`src/rtl/ex_reg_pkg.sv`:
```
// Shared EX/MEM stage types: memory-op and exception encodings, the latched field bundle
// and its bubble value.
package ex_reg_pkg;

    localparam int WORD_DATA_W = 32;
    localparam int WORD_ADDR_W = 30;
    localparam int REG_ADDR_W  = 5;
    localparam int OVF_CNT_W   = 16;
    localparam int MEM_OP_W    = 2;
    localparam int EXP_CODE_W  = 3;

    typedef enum logic [MEM_OP_W-1:0] {
        MEM_OP_NOP = 2'd0,
        MEM_OP_LDW = 2'd1,
        MEM_OP_STW = 2'd2
    } mem_op_e;

    typedef enum logic [EXP_CODE_W-1:0] {
        EXP_NO_EXP      = 3'd0,
        EXP_EXT_INT     = 3'd1,
        EXP_UNDEF_INSN  = 3'd2,
        EXP_OVERFLOW    = 3'd3,
        EXP_MISS_ALIGN  = 3'd4,
        EXP_TRAP        = 3'd5,
        EXP_PRV_VIOLATE = 3'd6
    } exp_code_e;

    typedef struct packed {
        logic [WORD_ADDR_W-1:0] pc;
        logic                   en;
        mem_op_e                mem_op;
        logic [WORD_DATA_W-1:0] mem_wr_data;
        logic [REG_ADDR_W-1:0]  dst_addr;
        logic                   gpr_we_;
        exp_code_e              exp_code;
        logic [WORD_DATA_W-1:0] out;
    } ex_fields_t;

    // A bubble has no side effects; it doubles as the reset value.
    function automatic ex_fields_t ex_bubble();
        ex_fields_t b;
        b             = '0;
        b.mem_op      = MEM_OP_NOP;
        b.gpr_we_     = 1'b1;
        b.exp_code    = EXP_NO_EXP;
        return b;
    endfunction

endpackage

```
`src/rtl/ex_ovf_cnt.sv`:
```
// Saturating overflow-event counter with synchronous clear (clear beats increment).
module ex_ovf_cnt
    import ex_reg_pkg::*;
#(
    parameter int W = OVF_CNT_W
) (
    input  logic         clk,
    input  logic         reset,
    input  logic         clr,
    input  logic         inc,
    output logic [W-1:0] cnt
);

    always_ff @(posedge clk) begin
        if (!reset) begin
            cnt <= '0;
        end else if (clr) begin
            cnt <= '0;
        end else if (inc && (cnt != {W{1'b1}})) begin
            cnt <= cnt + 1'b1;
        end
    end

endmodule

```
`src/rtl/ex_reg.sv`:
```
// EX/MEM pipeline register: latches ALU result and ID fields, turns ALU overflow into an
// exception. Define EX_OVF_CNT_EN to enable the overflow event counter on ovf_cnt.
module ex_reg
    import ex_reg_pkg::*;
(
    input  logic                   clk,
    input  logic                   reset,
    input  logic [WORD_DATA_W-1:0] alu_out,
    input  logic                   alu_of,
    input  logic [WORD_ADDR_W-1:0] id_pc,
    input  logic                   id_en,
    input  logic [MEM_OP_W-1:0]    id_mem_op,
    input  logic [WORD_DATA_W-1:0] id_mem_wr_data,
    input  logic [REG_ADDR_W-1:0]  id_dst_addr,
    input  logic                   id_gpr_we_,
    input  logic [EXP_CODE_W-1:0]  id_exp_code,
    input  logic                   stall,
    input  logic                   flush,
    output logic [WORD_ADDR_W-1:0] ex_pc,
    output logic                   ex_en,
    output logic [MEM_OP_W-1:0]    ex_mem_op,
    output logic [WORD_DATA_W-1:0] ex_mem_wr_data,
    output logic [REG_ADDR_W-1:0]  ex_dst_addr,
    output logic                   ex_gpr_we_,
    output logic [EXP_CODE_W-1:0]  ex_exp_code,
    output logic [WORD_DATA_W-1:0] ex_out,
    output logic [OVF_CNT_W-1:0]   ovf_cnt,
    input  logic                   ovf_cnt_clr
);

    ex_fields_t ex_q;
    ex_fields_t load_d;
    logic       ovf_event;

    // NOTE: every variable gets a default before the if-chain so no path infers a latch.
    always_comb begin
        load_d             = ex_bubble();
        load_d.pc          = id_pc;
        load_d.en          = id_en;
        load_d.mem_wr_data = id_mem_wr_data;
        load_d.dst_addr    = id_dst_addr;
        load_d.out         = alu_out;
        ovf_event          = 1'b0;
        if (id_en) begin
            // An exception from an earlier stage is older and masks the ALU overflow.
            if (id_exp_code != EXP_NO_EXP) begin
                load_d.exp_code = exp_code_e'(id_exp_code);
            end else if (alu_of) begin
                load_d.exp_code = EXP_OVERFLOW;
                ovf_event       = 1'b1;
            end else begin
                load_d.mem_op  = mem_op_e'(id_mem_op);
                load_d.gpr_we_ = id_gpr_we_;
            end
        end
    end

    // NOTE: state is updated with non-blocking assignments so all registers sample together.
    always_ff @(posedge clk) begin
        if (!reset) begin
            ex_q <= ex_bubble();
        end else if (!stall) begin
            ex_q <= flush ? ex_bubble() : load_d;
        end
    end

    assign ex_pc          = ex_q.pc;
    assign ex_en          = ex_q.en;
    assign ex_mem_op      = ex_q.mem_op;
    assign ex_mem_wr_data = ex_q.mem_wr_data;
    assign ex_dst_addr    = ex_q.dst_addr;
    assign ex_gpr_we_     = ex_q.gpr_we_;
    assign ex_exp_code    = ex_q.exp_code;
    assign ex_out         = ex_q.out;

`ifdef EX_OVF_CNT_EN
    ex_ovf_cnt #(
        .W(OVF_CNT_W)
    ) u_ovf_cnt (
        .clk   (clk),
        .reset (reset),
        .clr   (ovf_cnt_clr),
        .inc   (ovf_event & ~stall & ~flush),
        .cnt   (ovf_cnt)
    );
`else
    logic unused_ovf;
    assign unused_ovf = ovf_cnt_clr ^ ovf_event;
    assign ovf_cnt    = '0;
`endif

endmodule

```
`config.mk`:
```
export PLATFORM = sky130hd
export DESIGN_NAME = ex_reg
export DESIGN_NICKNAME = d
export VERILOG_FILES = /design/src/rtl/ex_reg_pkg.sv /design/src/rtl/ex_ovf_cnt.sv /design/src/rtl/ex_reg.sv
export SDC_FILE = /design/constraint.sdc
export NUM_CORES = 1
export LEC_CHECK = 0
export CAP_MARGIN = 20
export CORE_MARGIN = 2
export CORE_UTILIZATION = 41
export CTS_BUF_LIST = sky130_fd_sc_hd__clkbuf_4 sky130_fd_sc_hd__clkbuf_8
export CTS_CLUSTER_DIAMETER = 80
export CTS_CLUSTER_SIZE = 16
export DETAILED_ROUTE_END_ITERATION = 12
export PLACE_DENSITY = 0.88
export SLEW_MARGIN = 10
export SYNTH_ARGS = -nofsm -noshare
export SYNTH_HDL_FRONTEND = slang
export SYNTH_SLANG_ARGS = --single-unit
```
`constraint.sdc`:
```
create_clock -name clk -period 2.3 [get_ports clk]
set_input_delay 0.46 -clock clk [delete_from_list [all_inputs] [get_ports clk]]
set_output_delay 0.46 -clock clk [all_outputs]
set_load 0.005 [all_outputs]
```
Word-level counts from Yosys, hierarchy flattened
Cells that the tools add are included.
Widths: inputs -> output; s select.

operators by class
  reductions and logical operators = 1
  muxes and demuxes = 9

operator list
  operator           count
  $mux 106           1
  $mux 2             4
  $mux 4             1
  $mux 3             1
  $reduce_bool 3->1  1
  $mux 1             2

word-level totals
  input port bits = 112
  output and inout port bits = 122
  register bits after elaboration = 106
  logic and storage cells = 18

Longest topological paths before layout
  depth in word-level cells = 4
  gate-level depth with buffers = 6
  gate-level depth less buffers = 3

Worst setup path after synthesis
Ideal clock, no wire load.

  path kind = input-to-reg
  from = input stall
  to = register ex_q, in the netlist ex_gpr_we_
  setup slack = 1.034 ns
  arrival time = 1.146 ns
  stages on the path = 5
  path buffers = 2
  required time = 2.180 ns
  library setup time = 0.120 ns
  path through = buf_6 nor2_8 buf_6 nand3_2 o31a_1

RTL lines
  what                  RTL line      text
  start, declared       ex_reg.sv:17  input logic stall,
  end signal, assigned  ex_reg.sv:61  ex_q <= ex_bubble();
  end signal, assigned  ex_reg.sv:63  ex_q <= flush ? ex_bubble() : load_d;
  end, declared         ex_reg.sv:31  ex_fields_t ex_q;

Final worst setup path
  from = register ex_q, in the netlist ex_pc[20]
  to = output ex_pc[20]

RTL lines
  what           RTL line      text
  end, declared  ex_reg.sv:19  output logic [WORD_ADDR_W-1:0] ex_pc,

No word-level cell between the ends.

==> flow_summary.yaml <==
timing:
  fmax_ghz: 0.587
  rsz0062_at_grt: "false"
  fin_worst_skew_ps: 0
  drv_slew: 0
  fin_crit_sh_pct: 74.1
  final-setup-viol-count: 0
  period_needed_ps: 1700
  finalSetupTns_ps: 0
  hold_viol: 0
power_and_ir_drop:
  vdd_ir_drop_max_v: 0.000558
  p_per_area_nw_per_um2: 609
  p_leak_uw: 0.00226
synth:
  async_flop_share_pct: 0
  synth_cell_type_count: 20
  ys.flop_type: "dfxtp_1"
  synth_area_leaders: "dfxtp_1, a22oi_1, nor2_1, buf_4, buf_6"
  yosys.area.top_type: "dfxtp_1"
  netlist_area_um2: 3750
  synth_top_area_share_pct: 56.6
  avgSynthCellArea_um2: 9.82
  synthCells: 382
  yosysSeqAreaShare_pct: 56.6
  yosys_warnings: 0
  ys_ff_latch: 106
  synth_edf_count: 0
worst_setup_path:
  reg2reg_depth: 2
  worst_setup_path_start_kind: "flip-flop"
  end_kind: "primary output"
  crit_chain: "clkdlybuf4s50_1"
  crit_family: "buffers and inverters"
  crit_slowest_cell: "clkdlybuf4s50_1"
  crit_fanout: 2
  required_ps: 1840
  cp.buffers_inverters: 1
  slowest_delay_ps: 520
  r2r_start: "ex_out[10]"
  reg2reg_slack_ps: 1600
  cp.arrival_ps: 1240
  worstSetupPathType: "reg -> out"
  r2r-end: "ex_out[10]"
floorplan:
  coreArea_um2: 8810
  die_h_um: 99.7
  start_util_pct: 42.6
  rows: 34
  die_w_um: 99.7
  die_area_um2: 9930
  ios: 234
worst_hold_path:
  min_to: "ex_mem_op[1]"
  hold_path.startpoint: "ex_mem_op[1]"
  hold_depth: 2
  hp-class: "reg -> reg"
clock_tree:
  clock_sinks: 106
  htreeDepth: 3
  post_cts_resize_count: 0
  post_cts.repair.setup_buffers: 0
  cts.clk_slew.worst_paths_ps: 100
  cts_hold_buf: 0
  cts_buffers: 9
  insertion_delay_ps: 340
  cts_tree: "done"
  ctsRootBufferMaster: "clkbuf_8"
  clockBufferDepth: 2
cells_and_area:
  nets: 691
  area_growth_pct: 61.0
  mostFrequentLayoutCells: "clkdlybuf4s50_1, dfxtp_1, nor2_1, a22oi_1, conb_1"
  design_area_um2: 6040
  num_antenna_cells: 0
  drive_gt1_share_pct: 4.45
  layout_commonest_cell: "clkdlybuf4s50_1"
  fin_cells: 692
routing:
  avgRoutedWirePerCell_um: 15.5
  drt.antenna.violating_nets: 0
  drc: 0
  vias: 3549
  routed_wl_um: 10700
  vias_per_cell: 5.13
  firstDrtPassIters: 4
  dr.first_iter.drc_count: 157
place:
  dp_hpwl_um: 7790
  placed_area_um2: 5830
  port_buffers: 216
  dpl.cell_count: 676
  place.gp.congestion: 0.790
status:
  status: "finished, final reports clean"
flow_run:
  cap_violations: 0
grt:
  grt_pass1_wl_um: 16600
  antenna_found_initial: 0
  overflow: 0
  grt_max_degree: 108
  track_usage_pct: 20.6
  grt_pass1_vias: 3542
-- through the flow --
stage	hold WS, ps	util [%]	power, uW	setup WS (ps)
after CTS	506	68.6	3720	568
after global placement	465	66.3	2520	396
after floorplan	474	-	2200	1030
after global routing	526	68.6	3850	531
final	501	68.6	3680	596
after detailed placement	480	66.3	2530	345
-- cell type report --
cell class	instances	area, um2
Clock buffer	10	138
Clock inverter	6	70.1
Fill cell	675	2760
Inverter	1	3.75
Multi-Input combinational cell	239	1330
Sequential cell	106	2120
Tap cell	108	135
Timing Repair Buffer	222	2240
-- flip-flops by register name (all words and copies together) (netlist names) --
name / count
ex_mem_wr_data: 32
ex_out: 32
ex_pc: 30
ex_dst_addr: 5
ex_exp_code: 3
ex_mem_op: 2
ex_en: 1
ex_gpr_we_: 1
-- kinds of logic (layout without fill, tap and decap cells) --
family	count (synthesis)	after routing	share of synthesized area, %
simple gates	117	117	12.9
compound gates	106	106	20.9
flops	106	106	56.6
buf+inv	52	239	9.47
other cells	1	16	0.0999
-- cell usage after synthesis (all sizes together), types with 2 or more instances --
cell and n:
nand3 6, nand2 2, dfxtp 106, buf 44
nor3b 3, a22oi 99, o21ai 4, clkbuf 7
nor2 104
-- where the power goes --
part	switching [uW]	internal, uW
combinational	206	346
clock	640	548
sequential	34.7	1900
-- how the worst max path moves through the flow --
| stage | to | slack (ps) | depth (start not counted) | from |
|---|---|---|---|---|
| floorplan | ex_gpr_we_ | 1030 | 5 | stall |
| global placement | ex_gpr_we_ | 400 | 4 | flush |
| detailed placement | ex_out[8] | 340 | 5 | flush |
| CTS | ex_exp_code[0] | 570 | 1 | ex_exp_code[0] |
| global route | ex_mem_wr_data[13] | 530 | 1 | ex_mem_wr_data[13] |
| finish | ex_pc[20] | 600 | 1 | ex_pc[20] |
-- metal layers --
layer	routed length [um]	vias to the layer above	global-route usage (%)	share of wire (%)
met5	0	-	0	0
met4	215	0	7.17	2.0
met3	916	19	6.82	8.5
met2	5520	165	37.2	51
met1	4080	1668	22.6	38
li1	-	1697	-	-
(Power assumes the default switching activity.)
